<file path="config.mk">
export PLATFORM = sky130hd
export DESIGN_NAME = note_tone_generator
export DESIGN_NICKNAME = d
export VERILOG_FILES = /design/src/rtl/note_tone_generator.sv
export SDC_FILE = /design/constraint.sdc
export NUM_CORES = 1
export LEC_CHECK = 0
export BUFFER_PORTS_ARGS = -buffer_cell sky130_fd_sc_hd__buf_4
export CAP_MARGIN = 15
export CORE_MARGIN = 1
export CORE_UTILIZATION = 60
export CTS_BUF_LIST = sky130_fd_sc_hd__clkbuf_2 sky130_fd_sc_hd__clkbuf_4 sky130_fd_sc_hd__clkbuf_8
export DETAILED_ROUTE_END_ITERATION = 10
export GPL_TIMING_DRIVEN = 0
export PLACE_DENSITY = 0.8
export SETUP_SLACK_MARGIN = 0.05
export SYNTH_ARGS = -nofsm -noshare
export SYNTH_HDL_FRONTEND = slang
export SYNTH_SLANG_ARGS = --single-unit
export TNS_END_PERCENT = 10
</file>
<file path="constraint.sdc">
create_clock -name clk -period 7.4 [get_ports clk]
set_input_delay 0.74 -clock clk [delete_from_list [all_inputs] [get_ports clk]]
set_output_delay 0.74 -clock clk [all_outputs]
set_load 0.005 [all_outputs]
</file>
<file path="src/rtl/note_tone_generator.sv">
// Twelve-note square-wave tone generator with a button-stepped octave register.
// Each enabled note runs its own period counter. The output is high for the first
// half of the period and low for the rest. The period is the 10 MHz base divisor
// shifted right by the current octave.
module note_tone_generator #(
   parameter int unsigned CNT_W   = 16,
   parameter int unsigned NUM_OCT = 4,
   parameter int unsigned CLK_HZ  = 10000000
) (
   input  logic                       clk,
   input  logic                       rst,
   input  logic                       oct_up,
   input  logic                       oct_dn,
   input  logic [11:0]                note_en,
   output logic [$clog2(NUM_OCT)-1:0] octave,
   output logic [11:0]                tone,
   output logic                       oct_chg
);

   localparam int unsigned OCT_W = $clog2(NUM_OCT);

   // Reject parameter values the fixed base table cannot support.
   if (CNT_W < 16) begin : g_bad_cnt_w
      $error("CNT_W must be at least 16");
   end
   if (NUM_OCT < 2 || NUM_OCT > 8) begin : g_bad_num_oct
      $error("NUM_OCT must be in 2..8");
   end
   if (CLK_HZ == 0) begin : g_bad_clk_hz
      $error("CLK_HZ must be non-zero");
   end

   // Full-period divisors for C..B at octave 0, in 10 MHz clock cycles.
   function automatic logic [15:0] base_period(input int n);
      logic [15:0] p;
      case (n)
         0:       p = 16'd38223;
         1:       p = 16'd36077;
         2:       p = 16'd34052;
         3:       p = 16'd32141;
         4:       p = 16'd30337;
         5:       p = 16'd28635;
         6:       p = 16'd27027;
         7:       p = 16'd25511;
         8:       p = 16'd24079;
         9:       p = 16'd22727;
         10:      p = 16'd21452;
         default: p = 16'd20248;
      endcase
      return p;
   endfunction

   logic             up_s1_q, up_s2_q, up_prev_q;
   logic             dn_s1_q, dn_s2_q, dn_prev_q;
   logic             up_edge, dn_edge, step;
   logic [OCT_W-1:0] octave_q, octave_d;
   logic             oct_chg_q, oct_chg_d;
   logic [11:0]      en_q;
   logic [11:0]      tone_q, tone_d;
   logic [CNT_W-1:0] cnt_q  [12];
   logic [CNT_W-1:0] cnt_d  [12];
   logic [CNT_W-1:0] period [12];
   logic [CNT_W-1:0] half   [12];

   // Two-flop synchronisers plus the previous-value flops for edge detection.
   always_ff @(posedge clk or posedge rst) begin
      if (rst) begin
         up_s1_q   <= 1'b0;
         up_s2_q   <= 1'b0;
         up_prev_q <= 1'b0;
         dn_s1_q   <= 1'b0;
         dn_s2_q   <= 1'b0;
         dn_prev_q <= 1'b0;
      end else begin
         up_s1_q   <= oct_up;
         up_s2_q   <= up_s1_q;
         up_prev_q <= up_s2_q;
         dn_s1_q   <= oct_dn;
         dn_s2_q   <= dn_s1_q;
         dn_prev_q <= dn_s2_q;
      end
   end

   assign up_edge = up_s2_q & ~up_prev_q;
   assign dn_edge = dn_s2_q & ~dn_prev_q;
   // Simultaneous up and down edges cancel out.
   assign step    = up_edge ^ dn_edge;

   // Next octave with wrap-around in both directions.
   always_comb begin
      octave_d  = octave_q;
      oct_chg_d = 1'b0;
      if (step) begin
         oct_chg_d = 1'b1;
         if (up_edge) begin
            octave_d = (octave_q == OCT_W'(NUM_OCT - 1)) ? '0 : octave_q + 1'b1;
         end else begin
            octave_d = (octave_q == '0) ? OCT_W'(NUM_OCT - 1) : octave_q - 1'b1;
         end
      end
   end

   // Octave register and its one-cycle change strobe.
   always_ff @(posedge clk or posedge rst) begin
      if (rst) begin
         octave_q  <= '0;
         oct_chg_q <= 1'b0;
      end else begin
         octave_q  <= octave_d;
         oct_chg_q <= oct_chg_d;
      end
   end

   // Per-note period and high-phase length at the current octave.
   always_comb begin
      for (int n = 0; n < 12; n++) begin
         period[n] = CNT_W'(base_period(n)) >> octave_q;
         half[n]   = period[n] >> 1;
      end
   end

   // Counter next state. A note that was off last cycle starts at phase 0, so its
   // first high phase is full length. An octave step also restarts every counter.
   always_comb begin
      for (int n = 0; n < 12; n++) begin
         cnt_d[n] = '0;
         if (note_en[n] && en_q[n] && !step && (cnt_q[n] != period[n] - 1'b1)) begin
            cnt_d[n] = cnt_q[n] + 1'b1;
         end
         tone_d[n] = note_en[n] & (cnt_d[n] < half[n]);
      end
   end

   // Per-note counters, registered tone outputs and the enable history.
   always_ff @(posedge clk or posedge rst) begin
      if (rst) begin
         en_q   <= '0;
         tone_q <= '0;
         for (int n = 0; n < 12; n++) begin
            cnt_q[n] <= '0;
         end
      end else begin
         en_q   <= note_en;
         tone_q <= tone_d;
         for (int n = 0; n < 12; n++) begin
            cnt_q[n] <= cnt_d[n];
         end
      end
   end

   assign octave  = octave_q;
   assign oct_chg = oct_chg_q;
   assign tone    = tone_q;

endmodule

</file>
Word level (Yosys, flattened, before mapping):

Cells that the tools add are included.

* bits in registers: 225
* bits in latches: 0
* bits in writable memories: 0
* bits in read-only memories: 0
* input bits: 16
* output and inout bits: 15
* logic and storage cells: 156
* memories kept: 0

* add/subtract/negate cells: 26
* $mul: 0
* divide/modulo/power cells: 0
* order comparisons: 12
* equality and inequality tests: 13
* shift-type cells: 12
* muxes and demuxes: 16
* bitwise gates (word level): 17
* reduce and logical (&&, ||, !) cells: 38

Operator list (count)
* 16-bit by 1-bit adder with 16-bit output, second input constant: 12
* 16-bit by 15-bit < comparator with 1-bit output: 12
* 16-bit two-way mux: 12
* 16-bit inequality test: 12
* 16-bit by 1-bit subtractor with 16-bit output, second input constant: 12
* 15-bit by 2-bit right shift with 16-bit output, first input constant: 9
* 16-bit by 2-bit right shift with 16-bit output, first input constant: 3
* 1-bit logical AND: 36
* 1-bit AND: 14
* 2-bit two-way mux: 3
* 2-bit by 1-bit adder with 2-bit output, second input constant: 1
* 2-bit == test, second input constant: 1
* 2-bit logical NOT: 1
* 1-bit inverter: 2
* 2-bit by 1-bit subtractor with 2-bit output, second input constant: 1
* 1-bit logical NOT: 1
* 1-bit two-way mux: 1
* 1-bit bitwise XOR: 1

Depth between registers and ports, before layout:

* depth after elaboration: 9
* depth in mapped cells: 20
* mapped depth without buffers: 15

Worst setup path before layout:

OpenSTA, ideal clock, no wires.

* path type: reg2reg
* start: register octave_q[1], in the netlist octave[1]
* end: register tone_q[3], in the netlist tone[3]
* library setup time: 67 ps
* data arrival time: 4886 ps
* data required time: 7333 ps
* path slack: 2447 ps
* stages on the path, launching flop included: 18
* path buffers: 2
* clock period less this slack: 4953 ps
* cell sequence: dfrtp_1 buf_4 inv_1 ha_1 inv_1 a211oi_1 o2111ai_1 or4_4 o2111ai_4 buf_4 nor2_1 ha_1 a21o_1 a21o_1 a21o_1 a221oi_1 o311a_1 o2111a_1

RTL lines
* start, declared: line 56 `logic [OCT_W-1:0] octave_q, octave_d;`
* start signal, assigned: line 109 `octave_q <= octave_d;`
* end signal, assigned: line 144 `tone_q <= tone_d;`
* end, declared: line 59 `logic [11:0] tone_q, tone_d;`

==> impl_summary.md <==
Clock network
Once the clock tree was built, the resizer swapped 0 gates to a different size. The source-to-sink clock delay at the later pin of the worst-skew pair is 0.57 ns. The tree built by TritonCTS fans out to 225 sinks. Once the clock tree was built, the setup fixing pass inserted 0 buffers. TritonCTS built the clock tree. Clock tree synthesis selected as its root buffer the cell clkbuf_8. The TritonCTS buffer count is 41. The number of levels in the clock H-tree is 2. The number of hold buffers added after CTS was 0. Clock-pin slew was measured on the worst setup and hold paths at 0.07 ns. Counting along the longest clock path gives a buffer depth of 3.

Power and ir drop
The leakage dissipation is 7.59 nW. The maximum resistive drop on vdd is 0.307 mV. For this design the ratio of total power to cell area is 254 nW/um2.

Cells and area
The number of antenna diodes in the final layout is 0. Leaving out fill and tap cells, the most frequent cells in the layout are nor2_1, dfrtp_1, ha_1. The multi-input combinational cells in the finished layout cover a total of 9380 um2. The final layout net count is 1934.

Summing all flip-flop and latch instances after layout gives 5630 um2. Counting the fill cells in the layout gives 1996. The ratio of cells with drive above 1 in the final layout is 0.0928. The layout overhead on the synthesized area is 9.63%. The finished layout holds 2108 standard cells, fillers aside. The most common library cell in the layout ignoring fill and taps is nor2_1.

Drt
In this run the remaining antenna-violating nets after routing total 0. The final wirelength is 41600 um. The number of iterations in the first detailed-routing pass is 9.

The first routing iteration left 1167 violations. Across all layers, the routed design uses 13000 vias. The mean number of vias per cell is 6.18. For this run, design rule violations remaining after detail routing come to 0.

The average detailed-routed wire length per instance is 19.7 um.

Timing
The number of pins with negative max-slew slack in the final report is 0. At the pin with the least slew margin, the transition time is 1.02 ns. The relative slew slack is 0.322. The minimum period implied by the final worst setup slack is 6.99 ns. In the finished design, the share of the clock period the worst path needs comes to 0.944. The post-route clock skew is 0.0474 ns. Hold is met by 0.276 ns. The highest clock rate is 143 MHz. The number of failing hold endpoints at the final stage was 0. Setup repair after global routing left no endpoint under its margin.

Setup violations remaining at the end of the flow were counted as 0.

Global route
For this run, the total global-route usage over all layers was measured as 0.323. The leftover overflow at the end of global routing is 0. The number of antenna violations at the first check in global routing is 0.

The maximum number of pins on one net before global-route repair is 122. The first global-routing pass estimated 67400 um of wire. The via count of the first global-routing pass is 13000.

Floorplan
After floorplanning, the core was sized to cover 25300 um2. The number of primary I/O pins is 31. The horizontal die dimension is 163 um. In this run the vertical extent of the chip is 163 um.

In this run the core area contains 58 standard-cell rows. The area enclosed by the die boundary is 26500 um2. The effective utilization at floorplan is 0.614.

Synth
The sequential fraction of the synthesis area is 0.363. The primary flip-flop cell chosen by synthesis mapping is dfrtp_1. Synthesis produced a netlist whose cell count is 1679. The total of flip-flops plus latches after synthesis is 225. The number of nets in the synthesized netlist is 1859. The synthesized area per cell is 9.23 um2. The share of synthesized flip-flops with an asynchronous set or reset is 1.00. The synthesized netlist occupies a cell area of 15500 um2. Yosys printed 0 warnings. Yosys mapped the design onto 79 distinct sky130hd cell types. In this run, synthesis inferred 0 flip-flops with an integrated enable.

Worst hold path
The worst hold path belongs to the class primary input to flop. The startpoint of the most critical hold path is oct_up. The worst hold path stage count is 1.

The end of the worst hold path is up_s1_q.

Worst setup path
The endpoint type of the worst setup path is a flop. The number of cell instances on the worst register-to-register path is 17. STA puts the critical path data required time at 7.88 ns. STA classifies the critical path startpoint as a flop. The capture point of the worst reg-to-reg path is tone[3]. The critical path in this run is classified as flop to flop. The worst register-to-register path begins at octave[1].

For the worst setup path, the data arrival time is 7.47 ns. The largest driver fanout on the critical path is 27. The setup slack on the worst flop-to-flop path is 0.41 ns.

Placed design
The total instance count after detailed placement is 2041. Summed over all nets, the half-perimeter wirelength after detailed placement is 28500 um. Buffers placed on the I/O ports in this run total 30. At the end of routability-driven placement, the weighted congestion stood at 0.957.

Status
The flow ran to the end, and the final reports show no timing, DRC or antenna violations.

Run
The tool flagged a number of max-cap violations equal to 0.
## cell families (layout without fill, tap and decap cells)
family,Yosys count,count (layout),synth area share
simple gates,711,711,0.228
xor+xnor,250,250,0.142
fa+ha+maj,164,164,0.132
flops,225,225,0.363
mux,3,3,0.00202
compound gates,221,221,0.101
buf+inv,105,204,0.0314
## critical path, stage by stage, from the launching register on
cell,delay (ns)
dfrtp_2,0.95
buf_4,0.40
inv_1,0.48
ha_1,1.03
inv_1,0.70
a211oi_1,0.37
o2111ai_1,0.14
or4_4,0.54
o2111ai_4,0.31
buf_4,0.24
nor2_1,0.08
ha_1,0.31
a21o_1,0.17
a21o_1,0.17
a21o_1,0.17
a221oi_1,0.39
o311a_1,0.23
o2111a_1,0.17
## final cells by class
type | instances | area share
clock inverter | 4 | 0.00140
inverter | 45 | 0.0104
tap | 330 | 0.0243
buffer | 60 | 0.0187
multi-input combinational | 1349 | 0.552
clock buffer | 63 | 0.0451
timing repair buffer | 32 | 0.0165
sequential | 225 | 0.331
## where the power goes
part	internal [mW]	switching [mW]	total, mW	leakage [nW]
Combinational	0.605	1.22	1.83	4.10
Sequential	1.25	0.0556	1.31	3.06
Clock	0.654	0.535	1.19	0.428
Total	2.51	1.81	4.32	7.59
## stage by stage
| step | power [mW] | cell area [um2] | setup WS [ns] | utilization | setup TNS (ns) |
|---|---|---|---|---|---|
| floorplan | 2.44 | 15500 | 0.497 | - | 0 |
| global placement | 3.03 | 16100 | -2.01 | 0.639 | -449.14 |
| detailed placement | 3.11 | 16200 | 0.548 | 0.642 | 0 |
| CTS | 4.30 | 17000 | 0.496 | 0.673 | 0 |
| global route | 4.53 | 17000 | 0.238 | 0.673 | 0 |
| finish | 4.32 | 17000 | 0.414 | 0.673 | 0 |
## cells in the mapped netlist (all sizes together), types with 14 or more instances
| cell | instances | area, um2 |
|---|---|---|
| nor2 | 265 | 997 |
| dfrtp | 225 | 5630 |
| ha | 164 | 2050 |
| xor2 | 125 | 1090 |
| xnor2 | 124 | 1090 |
| nand2 | 95 | 357 |
| nand3 | 89 | 450 |
| nand4 | 51 | 325 |
| a21oi | 48 | 240 |
| nor3 | 46 | 235 |
| inv | 45 | 169 |
| o21ai | 41 | 216 |
| buf | 37 | 230 |
| and3 | 36 | 225 |
| a21o | 35 | 263 |
| clkbuf | 23 | 87.6 |
| nor2b | 17 | 106 |
| nor4 | 17 | 113 |
| nand2b | 16 | 100 |
| or3 | 14 | 87.6 |
## how the worst max path moves through the flow
stage                          from        end  slack [ns]  cells after the start
after detailed placement  octave[1]    tone[3]        0.55                     17
after global routing      octave[1]    tone[3]        0.24                     17
after floorplan                 rst   cnt_q[0]        0.50                      1
final                     octave[1]    tone[3]        0.41                     17
after global placement          rst  cnt_q[14]       -2.01                      2
after CTS                 octave[1]    tone[3]        0.50                     17
## routing by layer
metal  wire (um)  up-vias  global-route usage
li1            -     6110                   -
met4        1740        0               0.141
met2       19300      437               0.535
met3        3020      138              0.0576
met5           0        -                   0
met1       17600     6345               0.414
## state kept, by name, summed over array words and instances (netlist names)
name / flops
dn_s1_q: 1
up_s1_q: 1
octave: 2
up_s2_q: 1
dn_prev_q: 1
tone: 12
up_prev_q: 1
oct_chg: 1
dn_s2_q: 1
cnt_q: 192
en_q: 12
Note: power is estimated with default switching activity, not from simulation.
